### src/rtl/vga_scan.sv
// VGA raster scan generator: pixel tick divider, h/v counters, sync and colour timing.
// Latency: paddr registered 1 clk after the counters move; hs/vs/colour registered on tick for the same pixel.
// Backpressure: none; free-running scan, pdata is sampled on tick whether ready or not.
//
// Ports:
//   clk, rst     - system clock, synchronous active-high reset
//   pdata        - {R,G,B} colour returned by the framebuffer for the current paddr
//   paddr        - linear pixel address (vcnt*H_VIS+hcnt) in the visible area, 0 elsewhere
//   hs, vs       - active-low horizontal / vertical sync
//   red/green/blue - colour outputs, blanked to 0 outside the visible area
//   frame_start  - one-clk pulse on the tick that ends the last pixel of the frame

module vga_scan #(
    parameter int H_VIS  = 640,
    parameter int H_FP   = 16,
    parameter int H_SYNC = 96,
    parameter int H_BP   = 48,
    parameter int V_VIS  = 480,
    parameter int V_FP   = 10,
    parameter int V_SYNC = 2,
    parameter int V_BP   = 33
) (
    input  logic        clk,
    input  logic        rst,
    input  logic [11:0] pdata,
    output logic [18:0] paddr,
    output logic        hs,
    output logic        vs,
    output logic [3:0]  red,
    output logic [3:0]  green,
    output logic [3:0]  blue,
    output logic        frame_start
);

    localparam logic [9:0] H_LAST  = 10'(H_VIS + H_FP + H_SYNC + H_BP - 1);
    localparam logic [9:0] V_LAST  = 10'(V_VIS + V_FP + V_SYNC + V_BP - 1);
    localparam logic [9:0] HS_BEG  = 10'(H_VIS + H_FP);
    localparam logic [9:0] HS_END  = 10'(H_VIS + H_FP + H_SYNC - 1);
    localparam logic [9:0] VS_BEG  = 10'(V_VIS + V_FP);
    localparam logic [9:0] VS_END  = 10'(V_VIS + V_FP + V_SYNC - 1);
    localparam logic [9:0] H_VIS_W = 10'(H_VIS);
    localparam logic [9:0] V_VIS_W = 10'(V_VIS);

    logic [1:0]  div;
    logic [9:0]  hcnt;
    logic [9:0]  vcnt;
    logic        tick;
    logic        h_end;
    logic        v_end;
    logic        visible;
    logic [18:0] lin;

    // One pixel every fourth clk; the divider wraps naturally at 3.
    assign tick    = (div == 2'd3);
    assign h_end   = (hcnt == H_LAST);
    assign v_end   = (vcnt == V_LAST);
    assign visible = (hcnt < H_VIS_W) && (vcnt < V_VIS_W);
    assign lin     = 19'(vcnt) * 19'(H_VIS) + 19'(hcnt);

    // Combinational so it is high in exactly the tick cycle of the last pixel;
    // gated by rst so a reset cycle never reports a frame boundary.
    assign frame_start = tick && h_end && v_end && !rst;

    always_ff @(posedge clk) begin
        if (rst) begin
            div   <= 2'd0;
            hcnt  <= 10'd0;
            vcnt  <= 10'd0;
            paddr <= 19'd0;
            hs    <= 1'b1;
            vs    <= 1'b1;
            red   <= 4'd0;
            green <= 4'd0;
            blue  <= 4'd0;
        end else begin
            div <= div + 2'd1;

            // Refreshed every clk: it settles on the clk after a tick, leaving
            // three clks for the framebuffer read before the next tick samples pdata.
            paddr <= visible ? lin : 19'd0;

            if (tick) begin
                // Sync and colour are all derived from the pre-increment counters,
                // so they describe the same pixel and leave together.
                hs <= !((hcnt >= HS_BEG) && (hcnt <= HS_END));
                vs <= !((vcnt >= VS_BEG) && (vcnt <= VS_END));
                {red, green, blue} <= visible ? pdata : 12'h000;

                if (h_end) begin
                    hcnt <= 10'd0;
                    vcnt <= v_end ? 10'd0 : vcnt + 10'd1;
                end else begin
                    hcnt <= hcnt + 10'd1;
                end
            end
        end
    end

endmodule

### config.mk
export PLATFORM = sky130hd
export DESIGN_NAME = vga_scan
export DESIGN_NICKNAME = d
export VERILOG_FILES = /design/src/rtl/vga_scan.sv
export SDC_FILE = /design/constraint.sdc
export NUM_CORES = 1
export LEC_CHECK = 0
export CORE_ASPECT_RATIO = 1.25
export CORE_MARGIN = 4
export CORE_UTILIZATION = 25
export DETAILED_ROUTE_END_ITERATION = 12
export GPL_TIMING_DRIVEN = 0
export SLEW_MARGIN = 20
export SYNTH_ARGS = -nofsm -noshare
export SYNTH_HDL_FRONTEND = slang
export SYNTH_SLANG_ARGS = --single-unit
### constraint.sdc
create_clock -name clk -period 5.8 [get_ports clk]
set_input_delay 1.16 -clock clk [delete_from_list [all_inputs] [get_ports clk]]
set_output_delay 1.16 -clock clk [all_outputs]
set_load 0.02 [all_outputs]
==> flow_metrics.env <==
export IMPL_dp_cells=482
export IMPL_vias_per_cell=4.565
export IMPL_die_h_um=125.5
export IMPL_final_area_um2=3570
export IMPL_cts_tree="built"
export IMPL_postPlaceCellArea_um2=3396
export IMPL_postSynthAreaPerCell_um2=9.109
export IMPL_required_ps=4640
export IMPL_pin_count=48
export IMPL_antenna_cells=0
export IMPL_regArea_um2=1101
export IMPL_power_frac_clock=0.450
export IMPL_drive_gt1_frac=0.04749
export IMPL_clkLatencyLatePin_ps=300
export IMPL_cellLeakagePower_nw=1.361
export IMPL_ctsLongestPathBuffers=2
export IMPL_gp_congestion=0.7997
export IMPL_outcome="finished, final reports clean"
export IMPL_hold_end="div[0]"
export IMPL_cts_sinks=55
export IMPL_ir_drop_mv=0.09540
export IMPL_overflow=0
export IMPL_totalWireLength_mm=6.135
export IMPL_p_switching_uw=156.8
export IMPL_p_int_uw=616.7
export IMPL_cts_buffers=5
export IMPL_multi_input_area_um2=1528
export IMPL_r2r_slack_ps=2640
export IMPL_min_period_ps=4299
export IMPL_end_kind="output pin"
export IMPL_hold_viol=0
export IMPL_start_util=0.2575
export IMPL_grt_pass1_wl_mm=10.56
export IMPL_clk_root_buffer_cell="clkbuf_16"
export IMPL_die_width_um=102.0
export IMPL_min_from="div[0]"
export IMPL_fin_crit_sh=0.7412
export IMPL_synth_warnings=0
export IMPL_rows=42
export IMPL_cts_hold_buf=0
export IMPL_core_area_um2=10720
export IMPL_grt_total_usage=0.1004
export IMPL_fillers=1119
export IMPL_synthToLayoutAreaGrowth_pct=29.33
export IMPL_ys_seq_area_frac=0.3989
export IMPL_drv_cap=0
export IMPL_portBuffers=47
export IMPL_antenna_found_initial=0
export IMPL_report_final_setup_viol=0
export IMPL_syn_area_um2=2760
export IMPL_cts_setup_buffers=0
export IMPL_slew_violations=0
export IMPL_skew_ps=9.967
export IMPL_synth_cells=303
export IMPL_grt_max_degree=17
export IMPL_syn_nets=343
export IMPL_dr_pass1_iters=4
export IMPL_clkTransAtPathRegs_ps=70
export IMPL_stdcell_count=490
export IMPL_powerDensity_nw_per_um2=216.7
export IMPL_seqPwrFrac=0.498
export IMPL_die_area_um2=12800
export IMPL_cts_resized=0
export IMPL_vias=2237
export IMPL_grt_pass1_vias=2255
export IMPL_worst_slew_pin_slew_ps=885.6
export IMPL_dpl_hpwl_mm=4.729
export IMPL_p_sw_frac=0.2027
export IMPL_slew_headroom=0.4042
export IMPL_arrival_ps=3140
export IMPL_ff2ff_path_depth=9
export IMPL_finalSetupTns_ps=0
export IMPL_drt_iter0_markers=94
export IMPL_grt_setup_unrepaired="false"
export IMPL_p_total_uw=773.5
export IMPL_ys_seq_elements=55
export IMPL_path_max_fanout=10
export IMPL_worstSetupPathType="in -> out"
export IMPL_worstReg2RegStart="vcnt[3]"
export IMPL_combPwrFrac=0.053
export IMPL_fin_util=0.3330
export IMPL_wire_per_inst_um=12.52
export IMPL_htree_levels=2
export IMPL_drcViolationCount=0
export IMPL_hold_path_cell_count=1
export IMPL_r2r_end="paddr[18]"
export IMPL_max_freq_ghz=0.2326
export IMPL_fin_nets=397
export IMPL_final_antenna_net_count=0
export IMPL_synth_distinct_cells=43
export IMPL_hp_class="reg -> reg"
export IMPL_critPathLaunchType="primary input"
-- worst max-delay path by stage --
stage / startpoint / end / slack, ps / cells after the start
4_1_cts: rst / frame_start / 1440 / 5
3_5_place_dp: rst / frame_start / 1440 / 5
6_report: rst / frame_start / 1500 / 5
5_1_grt: rst / frame_start / 1330 / 5
2_1_floorplan: rst / frame_start / 2780 / 3
3_3_place_gp: rst / frame_start / 1420 / 5
-- flip-flops by register name, indices dropped and copies added (netlist names) --
signal,cells
blue,4
div,2
green,4
hcnt,10
hs,1
paddr,19
red,4
vcnt,10
vs,1
-- synth_stat cells (all sizes together) --
cell type	count	area [um2]
a211oi	4	42.54
a21o	3	22.52
a21oi	10	50.05
a221oi	1	8.760
a41oi	1	16.27
and2	5	31.28
and2b	1	8.760
and3	6	37.54
buf	2	15.01
clkbuf	8	30.03
dfxtp	55	1101
fa	2	40.04
ha	24	300.3
inv	23	86.33
mux2i	1	10.01
nand2	25	93.84
nand2b	2	12.51
nand3	3	20.02
nand3b	3	26.27
nand4	11	68.82
nand4b	1	8.760
nor2	39	146.4
nor2b	1	6.260
nor3	7	35.03
nor4	4	25.02
nor4bb	1	10.01
o2111a	1	11.26
o211ai	3	22.52
o21a	1	7.510
o21ai	7	35.03
o32ai	12	105.1
or2	2	12.51
or3	2	12.51
or4b	1	13.76
xnor2	14	130.1
xor2	17	156.4
-- metal layers --
layer	GRT usage	share of wire	vias up
met2	0.1803	0.52	37
met3	0.01894	0.040	8
met4	0.03243	0.015	0
met5	0	0	-
li1	-	-	1146
met1	0.1177	0.42	1046
-- cell families after synthesis --
group	Yosys count	synth area share
AND/OR/NAND/NOR	114	0.2063
buffers and inverters	33	0.04760
adder cells (fa/ha/maj)	26	0.1233
multiplexers	1	0.003627
XOR/XNOR	31	0.1038
AO/OA/AOI/OAI	43	0.1165
flip-flops	55	0.3989
-- power groups by stage --
| stage | logic (mW) | registers (mW) | clock network (mW) |
|---|---|---|---|
| finish | 0.0408 | 0.385 | 0.348 |
| global route | 0.0453 | 0.385 | 0.370 |
| detailed placement | 0.0415 | 0.394 | 0 |
| CTS | 0.0418 | 0.385 | 0.359 |
| floorplan | 0.0166 | 0.397 | 0 |
| global placement | 0.0410 | 0.394 | 0 |
-- cells in the final DEF, fill, tap and decap left out, types with 3 or more instances in the layout --
cell,count
dfxtp_1,55
nand2_1,25
and3_1,6
o32ai_1,12
nor3_1,7
a21o_1,3
xnor2_1,13
inv_1,23
nor2_1,39
nor4_1,4
o211ai_1,3
xor2_1,16
clkbuf_1,8
clkbuf_16,5
clkdlybuf4s50_1,47
nand4_1,11
a21oi_1,10
and2_1,5
o21ai_0,5
a211oi_1,3
ha_1,24
-- cell type report --
cell class / count / area share
inverter: 23 / 0.02419
timing repair buffer: 47 / 0.1318
multi-input combinational: 215 / 0.4280
tap: 132 / 0.04627
clock buffer: 6 / 0.03891
buffer: 10 / 0.01262
sequential: 55 / 0.3084
clock inverter: 2 / 0.009814
-- per-stage QoR --
| step | worst slack (ps) | hold slack (ps) |
|---|---|---|
| floorplan | 2780 | 399.2 |
| global placement | 1422 | 409.5 |
| detailed placement | 1439 | 417.2 |
| CTS | 1443 | 427.5 |
| global route | 1332 | 439.2 |
| finish | 1501 | 421.2 |
-- critical path: stages --
cell	delay, ps
clkdlybuf4s50_1	500
clkbuf_1	370
buf_1	430
nor2_1	120
clkdlybuf4s50_1	560
No activity file was read; power rests on OpenSTA's default activity.
